## src/rtl/fetch_stage_pkg.sv

```systemverilog
// Shared definitions for the instruction fetch stage: NOP encoding, FSM states, default PC width.
package fetch_stage_pkg;

    localparam int          PC_WIDTH_DEF = 16;
    localparam logic [31:0] NOP_INSTR    = 32'h0000_0000;

    typedef enum logic [1:0] {
        S_FETCH  = 2'd0,
        S_WAIT   = 2'd1,
        S_HALTED = 2'd2
    } fetch_state_t;

endpackage

```

## src/rtl/fetch_skid_buffer.sv

```systemverilog
// One-entry holding register for a fetch response that lands while IF/ID is stalled.
// Latency: captured value available the cycle after load; drained in one cycle.
// Backpressure: full flag tells the fetch FSM to stop issuing until the entry drains.
module fetch_skid_buffer
    import fetch_stage_pkg::*;
#(
    parameter int PC_WIDTH = PC_WIDTH_DEF
) (
    input  logic                clk,
    input  logic                rst,
    input  logic                clear,
    input  logic                load,
    input  logic                drain,
    input  logic [31:0]         load_instr,
    input  logic [PC_WIDTH-1:0] load_pc,
    output logic                full,
    output logic [31:0]         instr,
    output logic [PC_WIDTH-1:0] pc
);

    always_ff @(posedge clk) begin
        if (rst) begin
            full  <= 1'b0;
            instr <= NOP_INSTR;
            pc    <= '0;
        end else if (clear) begin
            full <= 1'b0;
        end else if (load) begin
            full  <= 1'b1;
            instr <= load_instr;
            pc    <= load_pc;
        end else if (drain) begin
            full <= 1'b0;
        end
    end

endmodule

```

## src/rtl/fetch_stage.sv

```systemverilog
// Instruction fetch: owns the PC, issues one-at-a-time program-memory reads, drives IF/ID.
// Latency: request in cycle N, response at N+L, visible in IF/ID at N+L+1 (one per cycle at L=1).
// Backpressure: stall/flush hold off new requests; FETCH_SKID_BUFFER_EN keeps a stalled response instead of refetching.
module fetch_stage
    import fetch_stage_pkg::*;
#(
    parameter int                  PC_WIDTH     = PC_WIDTH_DEF,
    parameter logic [PC_WIDTH-1:0] RESET_VECTOR = '0
) (
    input  logic                clk,
    input  logic                rst,
    output logic [PC_WIDTH-1:0] pmem_addr,
    output logic                pmem_ren,
    input  logic [31:0]         pmem_rdata,
    input  logic                pmem_valid,
    input  logic                stall_fetch,
    input  logic                return_in_pipeline,
    input  logic                flush,
    input  logic                redirect,
    input  logic [PC_WIDTH-1:0] redirect_pc,
    input  logic                halt,
    output logic [31:0]         if_id_instruction,
    output logic [PC_WIDTH-1:0] if_id_pc,
    output logic                if_id_valid
);

    fetch_state_t        state_q, state_d;
    logic [PC_WIDTH-1:0] pc_q, pc_d, pc_inc;
    logic                discard_q, discard_d;
    logic [31:0]         instr_q, instr_d;
    logic [PC_WIDTH-1:0] ifid_pc_q, ifid_pc_d;
    logic                ifid_vld_q, ifid_vld_d;
    logic                hold, outstanding, still_pending, issue;

`ifdef FETCH_SKID_BUFFER_EN
    logic                sb_load, sb_drain, sb_clear, sb_full;
    logic [31:0]         sb_instr;
    logic [PC_WIDTH-1:0] sb_pc;

    fetch_skid_buffer #(.PC_WIDTH(PC_WIDTH)) u_skid (
        .clk        (clk),
        .rst        (rst),
        .clear      (sb_clear),
        .load       (sb_load),
        .drain      (sb_drain),
        .load_instr (pmem_rdata),
        .load_pc    (pc_q),
        .full       (sb_full),
        .instr      (sb_instr),
        .pc         (sb_pc)
    );
`endif

    // Flush kills IF/ID and, like a stall, must not consume a response into it.
    assign hold          = flush | stall_fetch | return_in_pipeline;
    assign outstanding   = (state_q == S_WAIT) | discard_q;
    assign still_pending = outstanding & ~pmem_valid;
    assign pc_inc        = pc_q + PC_WIDTH'(1);
    assign pmem_ren      = issue & ~rst;

    always_comb begin
        state_d    = state_q;
        pc_d       = pc_q;
        discard_d  = discard_q & ~pmem_valid;
        instr_d    = instr_q;
        ifid_pc_d  = ifid_pc_q;
        ifid_vld_d = ifid_vld_q;
        issue      = 1'b0;
        pmem_addr  = pc_q;
`ifdef FETCH_SKID_BUFFER_EN
        sb_load    = 1'b0;
        sb_drain   = 1'b0;
        sb_clear   = 1'b0;
`endif
        if (redirect) begin
            pc_d       = redirect_pc;
            instr_d    = NOP_INSTR;
            ifid_vld_d = 1'b0;
            discard_d  = still_pending;
            state_d    = still_pending ? S_WAIT : S_FETCH;
`ifdef FETCH_SKID_BUFFER_EN
            sb_clear   = 1'b1;
`endif
        end else if (halt) begin
            // Any in-flight response is swallowed by the discard flag while halted.
            instr_d    = NOP_INSTR;
            ifid_vld_d = 1'b0;
            discard_d  = still_pending;
            state_d    = S_HALTED;
`ifdef FETCH_SKID_BUFFER_EN
            sb_clear   = 1'b1;
`endif
        end else begin
            if (flush) begin
                instr_d    = NOP_INSTR;
                ifid_vld_d = 1'b0;
            end
            case (state_q)
                S_FETCH: begin
                    if (!hold) begin
`ifdef FETCH_SKID_BUFFER_EN
                        if (sb_full) begin
                            instr_d    = sb_instr;
                            ifid_pc_d  = sb_pc;
                            ifid_vld_d = 1'b1;
                            sb_drain   = 1'b1;
                        end else begin
                            issue   = 1'b1;
                            state_d = S_WAIT;
                        end
`else
                        issue   = 1'b1;
                        state_d = S_WAIT;
`endif
                    end
                end
                S_WAIT: begin
                    if (pmem_valid) begin
                        if (discard_q) begin
                            state_d = S_FETCH;
                        end else if (!hold) begin
                            instr_d    = pmem_rdata;
                            ifid_pc_d  = pc_q;
                            ifid_vld_d = 1'b1;
                            pc_d       = pc_inc;
                            issue      = 1'b1;
                            pmem_addr  = pc_inc;
                        end else begin
                            state_d = S_FETCH;
`ifdef FETCH_SKID_BUFFER_EN
                            sb_load = 1'b1;
                            pc_d    = pc_inc;
`endif
                        end
                    end
                end
                S_HALTED: begin
                end
                default: state_d = S_FETCH;
            endcase
        end
    end

    always_ff @(posedge clk) begin
        if (rst) begin
            state_q    <= S_FETCH;
            pc_q       <= RESET_VECTOR;
            discard_q  <= 1'b0;
            instr_q    <= NOP_INSTR;
            ifid_pc_q  <= '0;
            ifid_vld_q <= 1'b0;
        end else begin
            state_q    <= state_d;
            pc_q       <= pc_d;
            discard_q  <= discard_d;
            instr_q    <= instr_d;
            ifid_pc_q  <= ifid_pc_d;
            ifid_vld_q <= ifid_vld_d;
        end
    end

    assign if_id_instruction = instr_q;
    assign if_id_pc          = ifid_pc_q;
    assign if_id_valid       = ifid_vld_q;

endmodule

```

## config.mk

```make
export PLATFORM = sky130hd
export DESIGN_NAME = fetch_stage
export DESIGN_NICKNAME = d
export VERILOG_FILES = /design/src/rtl/fetch_stage_pkg.sv /design/src/rtl/fetch_skid_buffer.sv /design/src/rtl/fetch_stage.sv
export SDC_FILE = /design/constraint.sdc
export NUM_CORES = 1
export LEC_CHECK = 0
export ABC_CLOCK_PERIOD_IN_PS = 2600
export CAP_MARGIN = 15
export CORE_AREA = 2 2 100 126
export CTS_BUF_LIST = sky130_fd_sc_hd__clkbuf_8
export DETAILED_ROUTE_END_ITERATION = 8
export DIE_AREA = 0 0 102 128
export GPL_TIMING_DRIVEN = 0
export HOLD_SLACK_MARGIN = 0.08
export SLEW_MARGIN = 30
export SYNTH_ARGS = -nofsm -noshare
export SYNTH_HDL_FRONTEND = slang
export SYNTH_SLANG_ARGS = --single-unit
export TNS_END_PERCENT = 10
```

## constraint.sdc

```tcl
create_clock -name clk -period 2.6 [get_ports clk]
set_input_delay 0.26 -clock clk [delete_from_list [all_inputs] [get_ports clk]]
set_output_delay 0.26 -clock clk [all_outputs]
set_load 0.05 [all_outputs]
```

### Word level (Yosys, flattened, before mapping)

Index checks and enable logic that the tools add are counted.

* logic and storage cells: 62
* bits in registers: 68
* output and inout port bits: 66

* equal/unequal tests: 6
* reduce and logical (&&, ||, !) cells: 4
* bitwise gates (word level): 12
* muxes and demuxes: 33
* add/subtract/negate cells: 1

Operators with widths (count)
* $mux 32: 5
* $mux 16: 7
* $add 16x1->16 const B: 1
* $mux 1: 13
* $mux 2: 6
* $ne 4x4->1 const B: 2
* $not 1->1: 6
* $pmux 2 s3: 1
* $reduce_and 6->1: 1
* $ne 5x5->1 const B: 1
* $reduce_and 4->1: 1
* $and 1x1->1: 3
* $ne 3x3->1 const B: 1
* $or 1x1->1: 3
* $reduce_or 3->1: 1
* $eq 2x1->1 const B: 1
* $eq 2x2->1 const B: 1
* $logic_not 2->1: 1
* $pmux 1 s2: 1

### Logic depth before layout (Yosys ltp)

Gate-level depths: netlist (run 1).

* depth after elaboration: 9
* mapped depth: 7

### Least setup slack after synthesis (run 1)

No wires, ideal clock.

* path kind: register -> output
* start point: register state_q[1]
* end point: output port pmem_addr[11]
* buffers on the path: 2
* data arrival time: 2.425 ns
* cell stages (with the launch flop): 7
* setup slack: -0.085 ns
* path through: dfxtp_1 or4_1 buf_2 nor3_2 buf_2 nand4_1 xnor2_1

* longest elaborated chain between the ends: 4

Ends and longest elaborated chain
* start, declared: line fetch_stage.sv:27 `fetch_state_t state_q, state_d;`
* start signal, assigned: line fetch_stage.sv:153 `state_q <= state_d;`
* $eq 2x1->1: line fetch_stage.sv:98 `case (state_q)`
* $mux 16 (2 in a row)
* $mux 16: line fetch_stage.sv:75 `if (redirect) begin`
* end, declared: line fetch_stage.sv:12 `output logic [PC_WIDTH-1:0] pmem_addr,`

Every way passes these cells.

### Worst setup path in the final report (run 1)

* start point: register state_q[1]
* end point: output port pmem_addr[10]

The elaborated chain is that of the path after synthesis.

==> summary.md, run 1 <==
| Metric | Value |
|---|---|
| Period utilization | `101%` |
| Vias in the first global route | `3,338` |
| Mapped Nets | `450` |
| Syn Inst Count | `393` |
| Antenna violations before repair | `2` |
| TritonCTS Buffers | `9` |
| Die H | `128 um` |
| Synth-to-Final Area Change | `56.1%` |
| NumNets Final | `586` |
| # port buffers | `119` |
| Row count | `45` |
| Peak per-stage delay on the critical path | `0.46 ns` |
| Final setup margin | `-0.0299 ns` |
| Starting density of the core | `26.4%` |
| Post-place setup slack | `-0.998 ns` |
| Slew HR | `55.7%` |
| WL/cell | `14.5 um` |
| Min Tclk post-route | `2.63 ns` |
| Worst-Margin Slew | `0.665 ns` |
| WL final | `10,100 um` |
| Clk_lat worst skew | `0.36 ns` |
| CP Launch Type | `flop` |
| Final Hold Fails | `0` |
| Die area | `0.0131 mm^2` |
| Drc violations | `0` |
| Status | `finished, violations left` |
| Setup violations, final | `2` |
| Failing checks | `negative setup slack` |
| DR pass1 iterations | `4` |
| Async set or reset register ratio after synthesis | `0%` |
| Maximum vdd drop | `0.214 mV` |
| Worst EP arrival | `2.37 ns` |
| RSZ-0062 raised after global routing | `yes` |
| I/O pins | `122` |
| Max cap viols | `0` |
| Depth of the CTS H-tree | `3` |
| Leak Pwr | `1.65 nW` |
| Syn Std Cell Area | `0.00315 mm^2` |
| WHS | `0.327 ns` |
| First-pass GRT wire length | `16,100 um` |
| Share of post-route cells with drive strength above 1 | `11.4%` |
| Vias per Instance | `4.72` |
| Core Util, Final | `41.2%` |
| Fmax | `0.380 GHz` |
| CP Max Fanout | `5` |
| Pwr Density | `461 mW/mm^2` |
| Critical path cell sequence | `or4_4, or3_4, buf_12, nor4_4, xor2_1, buf_4` |
| Pin count of the biggest net entering global routing | `13` |
| GRT Total Usage | `15.6%` |
| Min-Delay Path Class | `primary input to flop` |
| Setup crit end kind | `primary output` |
| Setup TNS | `-0.0399 ns` |
| Die extent in x | `102 um` |
| Root Buffer Master | `clkbuf_8` |
| Seq/Total Area, Yosys | `43.2%` |
| Post-DP HPWL | `7390 um` |
| Synth cell types | `39` |
| Slowest library cell on the worst path | `or3_4` |
| Post-synth EDFFs | `0` |
| Remaining global-route overflow | `0` |
| Post-route ant nets | `0` |
| Initial drt markers | `97` |
| Required time of the worst setup path | `2.34 ns` |
| Synth Flop Type | `dfxtp_1` |
| Vias | `3,296` |
| Core Region | `0.0119 mm^2` |
| TritonCTS clock tree | `yes` |
| Clock-pin slew on the worst setup and hold paths | `0.09 ns` |
| Crit path max-delay family | `simple AND/OR/NAND/NOR gates` |
| Syn avg cell area | `8.02 um^2` |
| Overall power | `2.27 mW` |
| Slew Limit Fails | `0` |
| Yosys warning count | `0` |
| Worst Path Buf+Inv | `2` |
| Worst Skew | `0.0141 ns` |
| Clock Sink Count | `68` |
| Kind of critical path | `flop to primary output` |
| Max clock buf depth | `2` |
| Routability Congestion | `0.879` |
| Yosys reg bits | `68` |
## Yosys cell counts (all sizes together) (2+ instances only)
library cell / count / share of area (%)
nand2: 76 / 9.0
dfxtp: 68 / 43
a21oi: 53 / 8.4
nand3b: 33 / 7.9
clkbuf: 29 / 3.5
nor2: 21 / 2.5
xnor2: 14 / 3.9
nor3: 11 / 1.9
a211oi: 9 / 2.1
nor4: 9 / 1.8
inv: 8 / 0.95
xor2: 8 / 2.2
a311oi: 7 / 1.9
nand3: 7 / 1.1
or4: 5 / 1.2
and3: 4 / 0.79
buf: 4 / 0.79
and4: 3 / 0.83
nand4: 3 / 0.60
o31ai: 3 / 0.71
or3: 3 / 0.75
o31a: 2 / 0.56
## sequential cells by signal, indices dropped and copies added, names as in the netlist
signal	count
if_id_instruction	32
discard_q	1
if_id_valid	1
if_id_pc	16
state_q	2
pc_q	16
## stage by stage
step	cells	cell area [um^2]
CTS	692	4790
global placement	676	4560
finish	699	4920
floorplan	393	3160
detailed placement	676	4560
global route	699	4920
## report_power, final
part | leakage [nW] | switching (mW) | internal, mW
sequential | 0.553 | 0.0260 | 1.06
combinational | 1.00 | 0.174 | 0.145
clock | 0.0910 | 0.426 | 0.437
## routing by layer
metal  global-route usage [%]  vias to the layer above  share of wire (%)
li1                         -                     1647                  -
met1                     17.7                     1523                 41
met2                     26.6                      112                 50
met3                     5.62                       12                7.5
met4                     5.73                        2                1.2
met5                        0                        -               0.11
## path summary, 6_finish.rpt
| path | start | to | slack [ns] | cells after the start |
|---|---|---|---|---|
| max | state_q[1] | pmem_addr[10] | -0.03 | 6 |
| min | halt | state_q[1] | 0.33 | 3 |
| max reg2reg | state_q[1] | pc_q[14] | 0.33 | 5 |
| min reg2reg | if_id_pc[14] | if_id_pc[14] | 0.46 | 2 |
## placed cells by master (no fill, tap or decap), drive strengths merged, types with 4 or more instances in the layout
master and count:
buf 21, and3 4, dlygate4sd2 4, xnor2 14, nand2 76, nand3b 33
clkdlybuf4s50 98, or3 4, clkinv 4, a211oi 9, clkbuf 38, a311oi 7
nand3 7, dfxtp 68, or4 5, a21oi 53, nor4 9, nor3 11
xor2 8, nor2 21, inv 8
## logic make-up after synthesis
kind of cell	after synthesis	share of synthesized area, %
buffers and inverters	42	5.32
AOI/OAI and AO/OA	79	15.0
DFF	68	43.2
xor gates and xnor gates	22	6.11
muxes	1	0.317
and+or+nand+nor	180	29.7
adders and majority gates	1	0.397
## what timing repair did
item	CTS	global route
resized for setup	84	30
hold buffers	0	0
pin swaps	4	7
endpoints found under the setup margin	17	16
gates cloned	0	1
buffers inserted	1	6
## worst register-to-register path, delay by kind of cell, from the launching register on
family	cells	cell delay (ns)
compound gates	1	0.24
buf+inv	1	0.16
flops	1	0.38
simple gates	3	1.40
## area by class of cell
| cell class | count | area [um^2] |
|---|---|---|
| Multi-Input combinational cell | 284 | 1750 |
| Tap cell | 164 | 205 |
| Antenna cell | 1 | 2.50 |
| Inverter | 9 | 33.8 |
| Clock buffer | 9 | 124 |
| Clock inverter | 7 | 67.6 |
| Buffer | 31 | 140 |
| Fill cell | 1258 | 7010 |
| Sequential cell | 68 | 1370 |
| Timing Repair Buffer | 126 | 1230 |
Power figures use the tool's default switching activity.
==> run 2: changes to the inputs <==
CORE_AREA = 2 2 88 112   (was 2 2 100 126)
DIE_AREA = 0 0 90 114   (was 0 0 102 128)
PLACE_DENSITY = 0.65   (was unset)
==> summary.md, run 2 (synthesis results as in run 1) <==
| Metric | Value |
|---|---|
| Worst Path Buf+Inv | `3` |
| CP Max Fanout | `10` |
| Synth-to-Final Area Change | `51.8%` |
| Dpl cells | `638` |
| Pin count of the biggest net entering global routing | `11` |
| Internal | `1.71 mW` |
| Setup TNS | `0 ns` |
| Status | `finished, final reports clean` |
| I/O pins | `122` |
| Drc violations | `0` |
| Most frequent cells in the layout | `101 x clkdlybuf4s50_1, 76 x nand2_1, 66 x dfxtp_1, 53 x a21oi_1, 33 x nand3b_1` |
| Row count | `40` |
| Worst-Margin Slew | `0.723 ns` |
| Most common cell after layout, fill and taps aside | `clkdlybuf4s50_1` |
| Post-route ant nets | `0` |
| WHS Path Cells | `2` |
| Slew HR | `51.8%` |
| Min-delay src | `rst` |
| Setup crit end kind | `primary output` |
| Setup violations, final | `0` |
| Period utilization | `99.4%` |
| Die area | `0.0103 mm^2` |
| CTS Hold Buffers Added | `0` |
| Antenna diodes | `0` |
| First-pass GRT wire length | `15,700 um` |
| Routability Congestion | `0.893` |
| Worst Skew | `0.0110 ns` |
| Initial drt markers | `124` |
| CP Launch Type | `flop` |
| DR pass1 iterations | `5` |
| Root Buffer Master | `clkbuf_8` |
| Clock-pin slew on the worst setup and hold paths | `0.07 ns` |
| TritonCTS clock tree | `yes` |
| GRT Total Usage | `18.9%` |
| Kind of critical path | `flop to primary output` |
| Reg2reg setup slack | `0.45 ns` |
| Die H | `114 um` |
| Fin area | `0.00479 mm^2` |
| WHS | `0.364 ns` |
| Core Util, Final | `51.4%` |
| Leak Pwr | `1.60 nW` |
| Vias in the first global route | `3,241` |
| Comb power frac | `13.6%` |
| Fillers | `960` |
| Peak per-stage delay on the critical path | `0.55 ns` |
| # port buffers | `119` |
| Core Region | `0.00931 mm^2` |
| Depth of the CTS H-tree | `3` |
| Min-Delay Path Class | `primary input to flop` |
| Clk network pwr share | `39.2%` |
| Starting density of the core | `33.9%` |
| Vias | `3,254` |
| Clock Sink Count | `68` |
| Max clock buf depth | `2` |
| Max cap viols | `0` |
| Crit path max-delay family | `simple AND/OR/NAND/NOR gates` |
| Die extent in x | `90 um` |
| TritonCTS Buffers | `9` |
| Non-filler cells in the finished layout | `654` |
| Pwr Density | `482 mW/mm^2` |
| Terminus of the critical flop-to-flop path | `pc_q[10]` |
| Reg2reg path depth | `4` |
| Maximum vdd drop | `0.315 mV` |
| WL/cell | `14.5 um` |
| Slowest library cell on the worst path | `or4_4` |
| Remaining global-route overflow | `0` |
| Sink of the worst hold path | `pc_q[15]` |
| Fmax | `0.387 GHz` |
| Vias per Instance | `4.98` |
| Min Tclk post-route | `2.59 ns` |
| Clk_lat worst skew | `0.36 ns` |
| WL final | `9510 um` |
| Largest register FFs | `32` |
| RSZ-0062 raised after global routing | `yes` |
| Switching Fraction | `25.7%` |
| NumNets Final | `581` |
| Worst EP arrival | `2.33 ns` |
| P_sw | `0.592 mW` |
| Critical path cell sequence | `or4_4, buf_6, nor3_4, buf_6, nand3_1, xnor2_1, buf_4` |
| Post-DP HPWL | `7100 um` |
| Sequential Power Share | `47.2%` |
| Overall power | `2.31 mW` |
| Antenna violations before repair | `0` |
| Final Hold Fails | `0` |
| Final setup margin | `0.0149 ns` |
| Slew Limit Fails | `0` |
| Post-place setup slack | `-1.00 ns` |
| Crit-path most repeated cell | `buf_6` |
| Share of post-route cells with drive strength above 1 | `10.2%` |
| Reg2reg start | `state_q[1]` |
| Required time of the worst setup path | `2.34 ns` |
| DP Area | `0.00451 mm^2` |
## run 2: cell count changes in the layout (fill, tap and decap cells not counted), sizes merged
cell,before,now
clkinv,4,1
clkbuf,38,44
dlymetal6s2s,3,0
or3,4,3
clkdlybuf4s50,98,101
inv,8,10
clkinvlp,3,0
dlygate4sd2,4,1
buf,21,17
diode,1,0
## run 2: layout make-up
| cell class | instances | area [um^2] | share of cell area [%] |
|---|---|---|---|
| Multi-Input combinational cell | 283 | 1720 | 36.0 |
| Sequential cell | 68 | 1360 | 28.5 |
| Timing Repair Buffer | 122 | 1170 | 24.4 |
| Clock buffer | 12 | 165 | 3.45 |
| Tap cell | 126 | 158 | 3.29 |
| Buffer | 31 | 135 | 2.82 |
| Clock inverter | 3 | 37.5 | 0.784 |
| Inverter | 9 | 33.8 | 0.706 |
## run 2: how the worst max path moves through the flow
| stage | from | endpoint | slack (ns) | cells past startpoint |
|---|---|---|---|---|
| after detailed placement | flush | pmem_addr[11] | -1.00 | 8 |
| final | state_q[1] | pmem_addr[13] | 0.01 | 7 |
| after global routing | state_q[1] | pmem_addr[13] | -0.12 | 7 |
| after global placement | flush | pmem_addr[11] | -1.0 | 8 |
| after CTS | state_q[1] | pmem_addr[4] | -0.04 | 6 |
| after floorplan | state_q[1] | pmem_addr[13] | -0.06 | 6 |
## run 2: power by group through the flow
stage	combinational, mW	sequential (mW)	clock, mW
floorplan	0.166	1.10	0
global placement	0.314	1.11	0
detailed placement	0.315	1.11	0
CTS	0.314	1.09	0.930
global route	0.338	1.09	0.986
finish	0.314	1.09	0.904
## run 2: what timing repair did
action | CTS | global route
pin swaps | 3 | 3
endpoints found under the hold margin | 0 | 0
gates resized for setup | 88 | 26
endpoints found under the setup margin | 17 | 17
setup buffers | 1 | 2
## run 2: layer usage
metal	share of wire [%]	GRT usage, %	up-vias
li1	-	-	1632
met1	42	21.6	1497
met2	49	32.1	113
met3	7.3	7.40	12
met4	2.0	7.08	0
met5	0	0	-
